$ cat src/rtl/pipeline_pkg.sv
// rtl/pipeline_pkg.sv - shared scoreboard tag type, writeback-select codes and forwarding rule
package pipeline_pkg;

  localparam logic [1:0] RD_DATA_SEL_ALU  = 2'b00;
  localparam logic [1:0] RD_DATA_SEL_MEM  = 2'b01;
  localparam logic [1:0] RD_DATA_SEL_PC4  = 2'b10;
  localparam logic [1:0] RD_DATA_SEL_RSVD = 2'b11;

  localparam int NUM_STAGES = 4;
  localparam logic [1:0] STAGE_EX      = 2'd0;
  localparam logic [1:0] STAGE_MEMPREP = 2'd1;
  localparam logic [1:0] STAGE_MEMEX   = 2'd2;
  localparam logic [1:0] STAGE_WB      = 2'd3;

  typedef struct packed {
    logic       valid;
    logic       we;
    logic [3:0] rd;
    logic [1:0] sel;
  } scoreboard_tag_t;

  localparam int TAG_W = $bits(scoreboard_tag_t);

  // PC4 is produced late in EX, so it can only be forwarded once it reaches MEMPREP.
  function automatic logic fwd_ok(input logic [1:0] stage_idx, input logic [1:0] sel);
    logic ok;
    ok = 1'b0;
    case (sel)
      RD_DATA_SEL_ALU: ok = 1'b1;
      RD_DATA_SEL_PC4: ok = (stage_idx != STAGE_EX);
      default:         ok = 1'b0;
    endcase
    return ok;
  endfunction

endpackage

$ cat src/rtl/scoreboard_tag_stage.sv
// rtl/scoreboard_tag_stage.sv - one pipeline tag register with hold, bubble and load controls
module scoreboard_tag_stage
  import pipeline_pkg::*;
(
  input  logic             clk,
  input  logic             rst,
  input  logic             hold,
  input  logic             bubble,
  input  logic             load,
  input  logic [TAG_W-1:0] d,
  output logic [TAG_W-1:0] q
);

  always_ff @(posedge clk) begin
    if (rst) begin
      q <= '0;
    end else if (!hold) begin
      if (bubble) begin
        q <= '0;
      end else if (load) begin
        q <= d;
      end
    end
  end

endmodule

$ cat src/rtl/hazard_scoreboard.sv
// rtl/hazard_scoreboard.sv - in-flight rd tag tracking, ID stall generation and stall-cycle counter
module hazard_scoreboard
  import pipeline_pkg::*;
#(
  parameter int STALL_CNT_W = 32
) (
  input  logic                   clk,
  input  logic                   rst,
  input  logic                   valid_ID,
  input  logic                   regfile_we_ID,
  input  logic [3:0]             rd_ID,
  input  logic [1:0]             rd_data_sel_ID,
  input  logic [3:0]             rs1,
  input  logic [3:0]             rs2,
  input  logic                   uses_rs1,
  input  logic                   uses_rs2,
  input  logic                   flush_EX,
  input  logic                   mem_stall,
  input  logic                   perf_clear,
  output logic                   regfile_we_EX,
  output logic                   regfile_we_MEMPREP,
  output logic                   regfile_we_MEMEX,
  output logic                   regfile_we_WB,
  output logic [3:0]             rd_EX,
  output logic [3:0]             rd_MEMPREP,
  output logic [3:0]             rd_MEMEX,
  output logic [3:0]             rd_WB,
  output logic [1:0]             rd_data_sel_EX,
  output logic [1:0]             rd_data_sel_MEMPREP,
  output logic [1:0]             rd_data_sel_MEMEX,
  output logic [1:0]             rd_data_sel_WB,
  output logic                   stall_ID,
  output logic [STALL_CNT_W-1:0] stall_count
);

  logic [TAG_W-1:0] tag_q [NUM_STAGES];
  scoreboard_tag_t  tags  [NUM_STAGES];
  scoreboard_tag_t  tag_id;
  logic             accept_id;

  // x0 is stored as a non-writer so it can never match a consumer.
  always_comb begin
    tag_id.valid = valid_ID;
    tag_id.we    = regfile_we_ID & (rd_ID != 4'd0);
    tag_id.rd    = rd_ID;
    tag_id.sel   = rd_data_sel_ID;
  end

  assign accept_id = valid_ID & ~stall_ID & ~flush_EX;

  for (genvar i = 0; i < NUM_STAGES; i++) begin : g_stage
    if (i == 0) begin : g_ex
      scoreboard_tag_stage u_stage (
        .clk    (clk),
        .rst    (rst),
        .hold   (mem_stall),
        .bubble (~accept_id),
        .load   (accept_id),
        .d      (tag_id),
        .q      (tag_q[i])
      );
    end else begin : g_later
      scoreboard_tag_stage u_stage (
        .clk    (clk),
        .rst    (rst),
        .hold   (mem_stall),
        .bubble (1'b0),
        .load   (1'b1),
        .d      (tag_q[i-1]),
        .q      (tag_q[i])
      );
    end
    assign tags[i] = tag_q[i];
  end

  // Walk from oldest to youngest so the youngest matching stage decides.
  logic haz1;
  logic haz2;
  always_comb begin
    haz1 = 1'b0;
    haz2 = 1'b0;
    for (int i = NUM_STAGES - 1; i >= 0; i--) begin
      if (tags[i].valid && tags[i].we && tags[i].rd == rs1) begin
        haz1 = ~fwd_ok(2'(i), tags[i].sel);
      end
      if (tags[i].valid && tags[i].we && tags[i].rd == rs2) begin
        haz2 = ~fwd_ok(2'(i), tags[i].sel);
      end
    end
  end

  assign stall_ID = valid_ID &
                    ((uses_rs1 & (rs1 != 4'd0) & haz1) |
                     (uses_rs2 & (rs2 != 4'd0) & haz2));

  always_ff @(posedge clk) begin
    if (rst || perf_clear) begin
      stall_count <= '0;
    end else if (stall_ID && !mem_stall) begin
      stall_count <= stall_count + {{(STALL_CNT_W-1){1'b0}}, 1'b1};
    end
  end

  assign regfile_we_EX       = tags[0].we & tags[0].valid;
  assign regfile_we_MEMPREP  = tags[1].we & tags[1].valid;
  assign regfile_we_MEMEX    = tags[2].we & tags[2].valid;
  assign regfile_we_WB       = tags[3].we & tags[3].valid;
  assign rd_EX               = tags[0].rd;
  assign rd_MEMPREP          = tags[1].rd;
  assign rd_MEMEX            = tags[2].rd;
  assign rd_WB               = tags[3].rd;
  assign rd_data_sel_EX      = tags[0].sel;
  assign rd_data_sel_MEMPREP = tags[1].sel;
  assign rd_data_sel_MEMEX   = tags[2].sel;
  assign rd_data_sel_WB      = tags[3].sel;

endmodule

$ cat config.mk
export PLATFORM = sky130hd
export DESIGN_NAME = hazard_scoreboard
export DESIGN_NICKNAME = d
export VERILOG_FILES = /design/src/rtl/pipeline_pkg.sv /design/src/rtl/scoreboard_tag_stage.sv /design/src/rtl/hazard_scoreboard.sv
export SDC_FILE = /design/constraint.sdc
export NUM_CORES = 1
export LEC_CHECK = 0
export ABC_AREA = 1
export CORE_ASPECT_RATIO = 2
export CORE_MARGIN = 5
export CORE_UTILIZATION = 30
export DETAILED_ROUTE_END_ITERATION = 7
export PLACE_DENSITY = 0.5
export REMOVE_ABC_BUFFERS = 1
export SYNTH_ARGS = -nofsm -noshare
export SYNTH_HDL_FRONTEND = slang
export SYNTH_SLANG_ARGS = --single-unit
$ cat constraint.sdc
create_clock -name clk -period 2.35 [get_ports clk]
set_input_delay 0.235 -clock clk [delete_from_list [all_inputs] [get_ports clk]]
set_output_delay 0.235 -clock clk [all_outputs]
set_load 0.1 [all_outputs]
==> results of run 1 <==
## through the flow
| step | instances | instance area (um^2) | TNS, ns | util |
|---|---|---|---|---|
| floorplan | 550 | 3830 | -7.51 | - |
| global placement | 810 | 4900 | -0.968 | 0.357 |
| detailed placement | 810 | 4900 | -0.661 | 0.357 |
| CTS | 826 | 5190 | 0 | 0.378 |
| global route | 827 | 5220 | 0 | 0.380 |
| finish | 827 | 5220 | 0 | 0.380 |
## area by class of cell
| cell class | instances | share of cell area |
|---|---|---|
| Sequential cell | 64 | 0.247 |
| Tap cell | 157 | 0.0376 |
| Inverter | 49 | 0.0353 |
| Timing Repair Buffer | 104 | 0.171 |
| Clock buffer | 10 | 0.0439 |
| Clock inverter | 6 | 0.0115 |
| Multi-Input combinational cell | 437 | 0.454 |
## sequential cells by signal, summed over array words and instances (netlist names)
name,count
g_stage.g_ex.u_stage.q,8
g_stage.g_later.u_stage.q,24
stall_count,32
## synth_stat cells
library cell    n  area share
nand2_1       140        0.13
a21oi_2        30       0.063
nand2_4         2      0.0054
buf_4          28       0.051
o21ai_1         2      0.0024
buf_2           1      0.0012
nor2_1         55       0.050
o211ai_1        1      0.0018
ha_1            1      0.0030
nor2_2          4      0.0060
nand2_2        31       0.047
nand2_8         2      0.0096
dfxtp_1        64        0.31
xnor2_1        18       0.038
a211oi_1       13       0.023
nand3_1        54       0.065
a21oi_1        23       0.028
clkbuf_1       16       0.014
o41a_1          1      0.0027
o21a_1          1      0.0018
inv_2          11      0.0099
nor3_1         22       0.026
nor3b_1         1      0.0018
xor2_1         20       0.042
inv_1          38       0.034
o21ai_0         2      0.0024
and2_4          1      0.0021
nand4_1        11       0.017
nand3b_1        2      0.0036
buf_12          3       0.014
## logic make-up after synthesis
family / count (synthesis) / synth area share
and+or+nand+nor: 325 / 0.359
buffers and inverters: 97 / 0.125
AOI/OAI and AO/OA: 73 / 0.125
DFF: 64 / 0.308
xor gates and xnor gates: 38 / 0.0800
adders and majority gates: 1 / 0.00301
## metal layers
layer / part of all wire / up-vias / track usage
met5: 0 / - / 0
met4: 0.015 / 0 / 0.0459
met3: 0.042 / 15 / 0.0269
met2: 0.45 / 82 / 0.235
met1: 0.49 / 1771 / 0.212
li1: - / 2055 / -
## worst reg2reg max path, cell delays in order, from the launching register on
cell and delay, ns:
dfxtp_1 0.43, ha_1 0.28, nand3_1 0.24, nor2_2 0.20, inv_2 0.06, nor2_1 0.18, nand4_1 0.15, xnor2_1 0.15
nand3_1 0.10, a21oi_2 0.14
## layout by cell type, fill, tap and decap left out, drive strengths merged, types with 3 or more instances in the layout
master           n
dlygate4sd2      4
nand2          175
clkdlybuf4s50   14
xnor2           18
xor2            20
nand4           11
dfxtp           64
o21ai            4
clkbuf          10
inv             49
nand3           54
nor2            59
clkinv           3
a211oi          13
buf             82
dlymetal6s2s     4
nor3            22
a21oi           53
## power by group through the flow
stage	logic [mW]	registers (mW)	clock network (mW)
after floorplan	0.105	1.26	0
after global placement	0.361	1.15	0
after detailed placement	0.360	1.15	0
after CTS	0.359	1.12	1.36
after global routing	0.385	1.13	1.40
final	0.355	1.12	1.33
## worst max path at each step
stage | from | slack (ns) | endpoint | cells after the start
after global routing | g_stage[3].g_later.u_stage.q[3]$_SDFFE_PP0N_ | 0.01 | stall_ID | 13
after global placement | rs2[1] | -0.03 | stall_count[27]$_SDFFE_PP0P_ | 15
final | g_stage[0].g_ex.u_stage.q[5]$_SDFFE_PP0N_ | 0.15 | stall_ID | 10
after detailed placement | rs2[0] | -0.03 | stall_count[26]$_SDFFE_PP0P_ | 15
after floorplan | g_stage[1].g_later.u_stage.q[2]$_SDFFE_PP0N_ | -1.19 | stall_ID | 12
after CTS | g_stage[1].g_later.u_stage.q[6]$_SDFFE_PP0N_ | 0.03 | stall_ID | 13
## what timing repair did
action                                 4_1_cts  5_1_grt
gates resized for setup                      4       13
setup endpoints to repair                    1        1
endpoints found under the hold margin        0        0
hold buffers                                 0        0
pin swaps                                    0        3
setup buffers                                0        1
==> flow_summary_export.csv, run 1 <==
group,metric,value,unit
finish,fin_nets,689,
cts,cts_root_buf,"clkbuf_16",
finish,register_area,1290,um^2
drt,drt-pass1-iter-count,4,
timing,tightest_slew,0.536,ns
grt,antenna_found_initial,0,
worst_hold_path,holdCritPathClass,"reg -> reg",
finish,drive_gt1_frac,0.281,
power,powerDensity,538,nW/um^2
drt,avgRoutedWirePerCell,14.4,um
power,combPwrFrac,0.127,
drt,vias,3923,
power,p_switching,785,uW
cts,cts_tree,"yes",
grt,grt_max_degree,33,
timing,finalCritPeriodShare,0.934,
power,seq_power_share,0.401,
placed_design,place.gp.congestion,0.881,
synth,netlist_area,4160,um^2
drt,ant_nets,0,
cts,htreeDepth,3,
floorplan,io_pins,84,
drt,post_drt_via_cell_ratio,4.74,
floorplan,rows,61,
worst_hold_path,hold-path-endpoint,"g_stage[3].g_later.u_stage.q[1]$_SDFFE_PP0N_",
synth,ys_ff_latch,64,
timing,timing.final.crit_period,2.20,ns
timing,hold_violations,0,
timing,fin_skew,0.00726,ns
worst_hold_path,hp-start,"g_stage[3].g_later.u_stage.q[1]$_SDFFE_PP0N_",
synth,avgSynthCellArea,6.96,um^2
placed_design,io_buffers,83,
finish,fillers,1503,
timing,setup_viol,0,
drt,wl,11900,um
power,clkPwrFrac,0.473,
critical_path,path_class,"reg -> out",
placed_design,hpwlAfterDp,9100,um
critical_path,cp_slowest_stage_delay,0.49,ns
worst_hold_path,hold_depth,2,
floorplan,die_area,16500,um^2
placed_design,dpl_worst_slack,-0.0280,ns
critical_path,worstSetupStartpointType,"register",
timing,slew_violations,0,
outcome,status,"finished clean",
timing,max_freq,455,MHz
finish,multi_input_area,2370,um^2
power,p_int,2.02,mW
critical_path,reg2reg_depth,9,
grt,grtUsageTotal,0.151,
synth,synth_cells,598,
grt,grt.overflow.total,0,
critical_path,cp.arrival,1.96,ns
floorplan,die_w,93.3,um
flow_run,cap_violations,0,
finish,num_antenna_cells,0,
floorplan,die_h,177,um
critical_path,crit_fanout,6,
power,ir_drop,0.296,mV
critical_path,end_kind,"output pin",
cts,cts_sinks,64,
grt,grt_pass1_wl,20200,um
power,p_total,2.81,mW
critical_path,cp_cell_sequence,"nand2_1 > o21ai_1 > nand3b_1 > nor2_2 > a21oi_1 > nand2_4 > nand2_8 > inv_1 > nor2_2 > buf_12",
timing,relSlewSlack,0.643,
critical_path,cp_common_cell,"nor2_2",
cts,numCtsBuffers,9,
critical_path,r2r_slack,0.34,ns
timing,setup_ws,0.154,ns
critical_path,crit_family,"simple AND/OR/NAND/NOR gates",
critical_path,reg2reg_from,"stall_count[1]$_SDFFE_PP0P_",
drt,drt_iter0_markers,154,
grt,grt_pass1_vias,3897,
critical_path,required,2.12,ns
cts,clock_latency,0.33,ns
critical_path,critical_path_buf_inv_count,2,
power,p_leak,2.06,nW
cts,cts_buffer_depth,2,
timing,rsz0062_at_grt,"false",
timing,holdWs,0.466,ns
synth,yosysUniqueCellTypes,30,
finish,syn_to_final_growth,25.4,%
synth,yosysSeqAreaShare,0.308,
synth,yosys_warnings,0,
critical_path,r2r-end,"stall_count[30]$_SDFFE_PP0P_",
floorplan,start_util,0.303,
power,p_sw_frac,0.280,
drt,drc_errors,0,
cts,path_clk_slew,0.06,ns
floorplan,core,13700,um^2
critical_path,crit_path_top_delay_cell,"dfxtp_1",
Note: power is estimated with default switching activity, not from simulation.
==> run 2, diff against run 1 <==
--- a/config.mk
+++ b/config.mk
@@ -5,13 +5,14 @@
 export SDC_FILE = /design/constraint.sdc
 export NUM_CORES = 1
 export LEC_CHECK = 0
-export ABC_AREA = 1
 export CORE_ASPECT_RATIO = 2
 export CORE_MARGIN = 5
 export CORE_UTILIZATION = 30
+export CTS_CLUSTER_SIZE = 24
 export DETAILED_ROUTE_END_ITERATION = 7
-export PLACE_DENSITY = 0.5
+export PLACE_DENSITY = 0.51
 export REMOVE_ABC_BUFFERS = 1
 export SYNTH_ARGS = -nofsm -noshare
 export SYNTH_HDL_FRONTEND = slang
+export SYNTH_HIERARCHICAL = 1
 export SYNTH_SLANG_ARGS = --single-unit
==> flow_summary_export.csv, run 2 <==
group,metric,value,unit
outcome,status,"finished, violations left",
outcome,violations,"setup timing",
power,p_total,2.69,mW
power,p_leak,2.17,nW
cts,cts_tree,"yes",
floorplan,die_area,14600,um^2
synth,synth_cells,432,
grt,grtUsageTotal,0.176,
finish,max_flop_register,"stall_count",
power,powerDensity,476,nW/um^2
drt,avgRoutedWirePerCell,16.9,um
placed_design,hpwlAfterDp,9620,um
finish,num_antenna_cells,0,
timing,finalCritPeriodShare,1.15,
floorplan,rows,57,
drt,vias,3722,
critical_path,worstSetupStartpointType,"register",
timing,max_freq,370,MHz
critical_path,end_kind,"register",
synth,avgSynthCellArea,8.47,um^2
synth,yosysTopAreaCellShare,0.350,
placed_design,place.gp.congestion,0.898,
timing,setup_viol,37,
finish,register_area,1290,um^2
drt,post_drt_via_cell_ratio,4.96,
synth,yosys.cell_count.top_type,"dfxtp_1",
cts,clock_latency,0.33,ns
floorplan,die_h,166,um
cts,numCtsBuffers,9,
finish,syn_to_final_growth,54.7,%
synth,ys_ff_latch,64,
synth,yosysSeqAreaShare,0.350,
grt,grt_max_degree,64,
floorplan,start_util,0.303,
finish,largestRegisters,"stall_count: 32 flops, g_stage.g_later.u_stage/q: 24 flops, g_stage.g_ex.u_stage/q: 8 flops",
grt,grt_pass1_wl,19800,um
power,ir_drop,0.333,mV
finish,layout_commonest_cell,"buf_4",
cts,cts_hold_buf,0,
power,p_int,2.06,mW
critical_path,crit_fanout,6,
grt,grt_pass1_vias,3862,
timing,tightest_slew,0.684,ns
power,seq_power_share,0.404,
drt,drt-pass1-iter-count,4,
drt,drt_iter0_markers,111,
cts,htreeDepth,3,
synth,synth_edf_count,0,
floorplan,io_pins,84,
synth,synth.area.top_cells,"dfxtp_1, o32ai_1, nand2b_1",
drt,ant_nets,0,
cts,cts_root_buf,"clkbuf_16",
finish,largest_reg_flops,32,
timing,relSlewSlack,0.540,
finish,fin_util,0.469,
cts,cts_buffer_depth,2,
finish,drive_gt1_frac,0.371,
timing,rsz0062_at_grt,"true",
synth,netlist_area,3660,um^2
synth,synthFlopType,"dfxtp_1",
timing,fin_skew,0.0106,ns
critical_path,required,2.61,ns
synth,async_reset_ff_frac,0,
flow_run,cap_violations,0,
finish,multi_input_area,2300,um^2
worst_hold_path,holdCritPathClass,"in -> reg",
grt,antenna_found_initial,0,
finish,fillers,1200,
floorplan,core,12100,um^2
grt,grt.overflow.total,0,
power,clkPwrFrac,0.510,
critical_path,path_class,"reg -> reg",
power,p_sw_frac,0.234,
timing,timing.final.crit_period,2.70,ns
timing,slew_violations,0,
synth,synth_top_area_cell,"dfxtp_1",
drt,wl,12700,um
critical_path,cp.arrival,2.97,ns
finish,fin_nets,622,
power,combPwrFrac,0.086,
synth,yosys_warnings,6,
timing,setup_ws,-0.352,ns
synth,yosysUniqueCellTypes,51,
finish,final_cell_mix,"buf_4, dfxtp_1, inv_1, nand2b_1, nand2_1",
timing,hold_violations,0,
synth,ys_top_cells_by_count,"dfxtp_1, inv_1, nand2b_1, o32ai_1, nand2_1",
floorplan,die_w,88.1,um
cts,cts_sinks,64,
placed_design,io_buffers,83,
drt,drc_errors,0,
cts,path_clk_slew,0.06,ns
power,p_switching,630,uW
timing,fin_tns_setup,-9.60,ns
[run 2: cell count changes after synthesis, moves of 13 or more]
cell | before | now
a21oi_2 | 30 | 0
nor2_1 | 55 | 14
o21ai_0 | 2 | 15
or3_1 | 0 | 19
nand2_1 | 140 | 26
nand2_2 | 31 | 0
nand2b_1 | 0 | 32
o32ai_1 | 0 | 32
nand3_1 | 54 | 15
nor3_1 | 22 | 4
buf_4 | 28 | 1
[run 2: kinds of logic (layout without fill, tap and decap cells)]
kind of cell	count (synthesis)	after routing	synth area share
AOI/OAI and AO/OA	96	97	0.203
other	2	12	0.00205
buffers and inverters	74	234	0.0972
DFF	64	64	0.350
xor gates and xnor gates	34	34	0.0835
adders and majority gates	1	1	0.00342
and+or+nand+nor	157	157	0.250
muxes	4	4	0.0109
[run 2: critical path: stages (launching register included)]
cell       delay [ns]
dfxtp_2          0.35
xor2_2           0.19
nor4_4           0.30
o211ai_1         0.14
and3b_4          0.21
o41ai_4          0.30
buf_4            0.19
o2111ai_4        0.14
buf_12           0.18
buf_4            0.15
or3_1            0.34
a21oi_1          0.14
[run 2: metal layers]
| metal | wire length, um | vias to the layer above | share of wire | global-route usage |
|---|---|---|---|---|
| li1 | - | 1854 | - | - |
| met1 | 4090 | 1758 | 0.32 | 0.159 |
| met2 | 7550 | 86 | 0.60 | 0.353 |
| met3 | 596 | 24 | 0.047 | 0.0387 |
| met4 | 430 | 0 | 0.034 | 0.0724 |
| met5 | 0 | - | 0 | 0 |
[run 2: cell type report]
cell class,count,share of cell area
repair buffers,171,0.246
multi-input cells,305,0.407
clock buffers,11,0.0447
flip-flops and latches,64,0.229
inverters,47,0.0312
clock inverters,5,0.00973
well taps,147,0.0325
[run 2: final timing paths]
path | slack [ns] | from | to | cells after the start
max reg2reg | -0.35 | g_stage[3].g_later.u_stage/q[5]$_SDFFE_PP0P_ | stall_count[23]$_SDFFE_PP0P_ | 11
min | 0.26 | rst | g_stage[0].g_ex.u_stage/q[3]$_SDFFE_PP0P_ | 2
max | -0.35 | g_stage[3].g_later.u_stage/q[5]$_SDFFE_PP0P_ | stall_count[23]$_SDFFE_PP0P_ | 11
min reg2reg | 0.48 | stall_count[31]$_SDFFE_PP0P_ | stall_count[31]$_SDFFE_PP0P_ | 2
[run 2: repair_timing]
action,4_1_cts,5_1_grt
endpoints found under the setup margin,41,41
pin swaps,29,2
setup buffers,12,0
hold endpoints to repair,0,0
cloned,2,0
resized for setup,49,14
[run 2: stage by stage]
step	area, um^2	setup WS [ns]	hold WS (ns)	instances
6_report	5660	-0.352	0.261	750
2_1_floorplan	3520	-1.03	0.352	415
3_5_place_dp	4960	-0.969	0.472	720
4_1_cts	5600	-0.386	0.252	750
3_3_place_gp	4960	-0.922	0.463	720
5_1_grt	5660	-0.470	0.272	750
[run 2: power groups by stage]
stage / clock [mW] / combinational (mW) / sequential [mW]
floorplan: 0 / 0.0744 / 1.12
global placement: 0 / 0.209 / 1.11
detailed placement: 0 / 0.210 / 1.11
CTS: 1.41 / 0.227 / 1.09
global route: 1.45 / 0.246 / 1.09
finish: 1.37 / 0.231 / 1.09
==> run 3, diff against run 2 <==
--- a/config.mk
+++ b/config.mk
@@ -7,10 +7,10 @@
 export LEC_CHECK = 0
 export CORE_ASPECT_RATIO = 2
 export CORE_MARGIN = 5
-export CORE_UTILIZATION = 30
+export CORE_UTILIZATION = 50
 export CTS_CLUSTER_SIZE = 24
 export DETAILED_ROUTE_END_ITERATION = 7
-export PLACE_DENSITY = 0.51
+export PLACE_DENSITY = 0.79
 export REMOVE_ABC_BUFFERS = 1
 export SYNTH_ARGS = -nofsm -noshare
 export SYNTH_HDL_FRONTEND = slang
==> flow_summary_export.csv, run 3 (synthesis results as in run 2) <==
group,metric,value,unit
cts,cts_sinks,64,
placed_design,place.gp.congestion,0.898,
critical_path,crit_fanout,5,
timing,holdWs,0.364,ns
placed_design,placed_cells,673,
grt,grtUsageTotal,0.285,
critical_path,cp_cell_sequence,"dlygate4sd2_1 > buf_4 > xor2_2 > nor4_2 > o211ai_1 > and3b_4 > o41ai_4 > buf_6 > o2111ai_4 > buf_12 > or4_1 > a21oi_1",
critical_path,end_kind,"register",
finish,fin_nets,637,
finish,largest_reg_flops,32,
drt,post_drt_via_cell_ratio,5.78,
cts,cts_tree,"yes",
critical_path,cp.depth,12,
drt,highest_layer,"met4",
finish,fillers,456,
timing,slew_violations,0,
timing,fin_skew,0.00830,ns
critical_path,r2r_slack,-0.39,ns
floorplan,die_area,9230,um^2
grt,antenna_found_initial,0,
worst_hold_path,holdCritPathClass,"in -> reg",
outcome,status,"finished, violations left",
timing,max_freq,364,MHz
floorplan,die_h,131,um
cts,path_clk_slew,0.06,ns
critical_path,cp-endpoint,"stall_count[19]$_SDFFE_PP0P_",
cts,cts_root_buf,"clkbuf_16",
critical_path,worstSetupStartpointType,"primary input",
power,ir_drop,0.823,mV
timing,timing.final.crit_period,2.75,ns
placed_design,hpwlAfterDp,8930,um
finish,drive_gt1_frac,0.410,
placed_design,io_buffers,83,
drt,ant_nets,0,
critical_path,crit_family,"simple AND/OR/NAND/NOR gates",
cts,clock_latency,0.33,ns
drt,drc_errors,0,
timing,setup_viol,38,
critical_path,required,2.62,ns
floorplan,start_util,0.507,
drt,drt_iter0_markers,320,
floorplan,die_w,70.5,um
timing,tightest_slew,0.611,ns
worst_hold_path,hp-start,"rst",
grt,grt_pass1_vias,4199,
drt,wl,13500,um
grt,grt_pass1_wl,20400,um
critical_path,cp.arrival,3.02,ns
power,p_leak,2.31,nW
timing,hold_violations,0,
finish,syn_to_final_growth,60.0,%
floorplan,rows,44,
cts,numCtsBuffers,9,
outcome,violations,"setup timing",
drt,avgRoutedWirePerCell,19.1,um
finish,layout_commonest_cell,"buf_4",
power,powerDensity,504,nW/um^2
cts,htreeDepth,3,
grt,grt.overflow.total,0,
finish,final_cell_mix,"buf_4, dfxtp_1, inv_1, nand2b_1, nand2_1",
critical_path,critical_path_buf_inv_count,4,
timing,rsz0062_at_grt,"true",
flow_run,cap_violations,0,
power,p_total,2.95,mW
critical_path,crit_path_top_delay_cell,"or4_1",
finish,max_flop_register,"stall_count",
finish,largestRegisters,"stall_count: 32 flops, g_stage.g_later.u_stage/q: 24 flops, g_stage.g_ex.u_stage/q: 8 flops",
finish,instances_no_fill,709,
critical_path,reg2reg_from,"g_stage[3].g_later.u_stage/q[2]$_SDFFE_PP0P_",
finish,fin_util,0.812,
timing,setup_ws,-0.400,ns
drt,met3_length,733,um
timing,relSlewSlack,0.589,
critical_path,reg2reg_depth,10,
drt,vias,4096,
finish,num_antenna_cells,0,
drt,drt-pass1-iter-count,4,
placed_design,place_area,4950,um^2
drt,dr_wl_met2,7540,um
drt,met1_length,3980,um
critical_path,cp-startpoint,"rs2[1]",
critical_path,path_class,"in -> reg",
timing,finalCritPeriodShare,1.17,
cts,cts_buffer_depth,2,
critical_path,cp_slowest_stage_delay,0.46,ns
finish,finalInstanceArea,5850,um^2
grt,grt_max_degree,69,
critical_path,r2r-end,"stall_count[19]$_SDFFE_PP0P_",
floorplan,io_pins,84,
floorplan,core,7210,um^2
run 3: cell count changes in the layout (fill, tap and decap cells not counted), moves of 3 or more:
| cell | before | now |
|---|---|---|
| bufinv_16 | 1 | 4 |
| buf_4 | 141 | 147 |
| buf_6 | 5 | 13 |
| dfxtp_4 | 1 | 4 |
| o21ai_2 | 1 | 5 |
run 3: worst min-delay path: cells and delay by family:
kind / cells / cell delay [ns]
AO/OA/AOI/OAI: 1 / 0.05
buffers and inverters: 1 / 0.09
AND/OR/NAND/NOR: 1 / 0.26
run 3: repair_timing:
action / CTS / global route
hold buffers: 0 / 0
endpoints found under the setup margin: 38 / 41
setup buffers: 10 / 11
cloned: 2 / 1
gates resized for setup: 58 / 30
pin swaps: 31 / 17
run 3: cell type report:
class	instances	area, um^2	area share
inverter	47	176	0.0301
tap	92	115	0.0197
sequential	64	1310	0.223
timing repair buffer	186	1550	0.265
multi-input combinational	305	2340	0.399
clock buffer	10	239	0.0408
clock inverter	5	129	0.0220
run 3: routing by layer:
layer | vias up | global-route usage
met5 | - | 0
met4 | 0 | 0.216
met3 | 88 | 0.0613
met2 | 182 | 0.562
met1 | 1946 | 0.241
li1 | 1880 | -
run 3: worst min-delay path by stage:
stage                     slack [ns]                                   endpoint  cells past startpoint
final                           0.36               stall_count[15]$_SDFFE_PP0P_                      3
after global routing            0.38               stall_count[17]$_SDFFE_PP0P_                      3
after CTS                       0.33               stall_count[17]$_SDFFE_PP0P_                      3
after detailed placement        0.47               stall_count[31]$_SDFFE_PP0P_                      2
after global placement          0.46               stall_count[31]$_SDFFE_PP0P_                      2
after floorplan                 0.35  g_stage[0].g_ex.u_stage/q[0]$_SDFFE_PP0P_                      1
run 3: power by group:
| group | switching (mW) | leakage, nW | total (mW) | internal (mW) |
|---|---|---|---|---|
| registers | 0.00170 | 0.522 | 1.08 | 1.08 |
| logic | 0.124 | 1.61 | 0.223 | 0.0994 |
| clock network | 0.477 | 0.179 | 1.64 | 1.17 |
| total | 0.603 | 2.31 | 2.95 | 2.35 |
run 3: metrics by stage:
stage / setup TNS [ns] / worst slack, ns
after detailed placement: -29.39 / -0.925
after CTS: -7.51 / -0.314
after global routing: -13.54 / -0.484
after global placement: -25.53 / -0.825
after floorplan: -30.86 / -1.03
final: -10.90 / -0.400
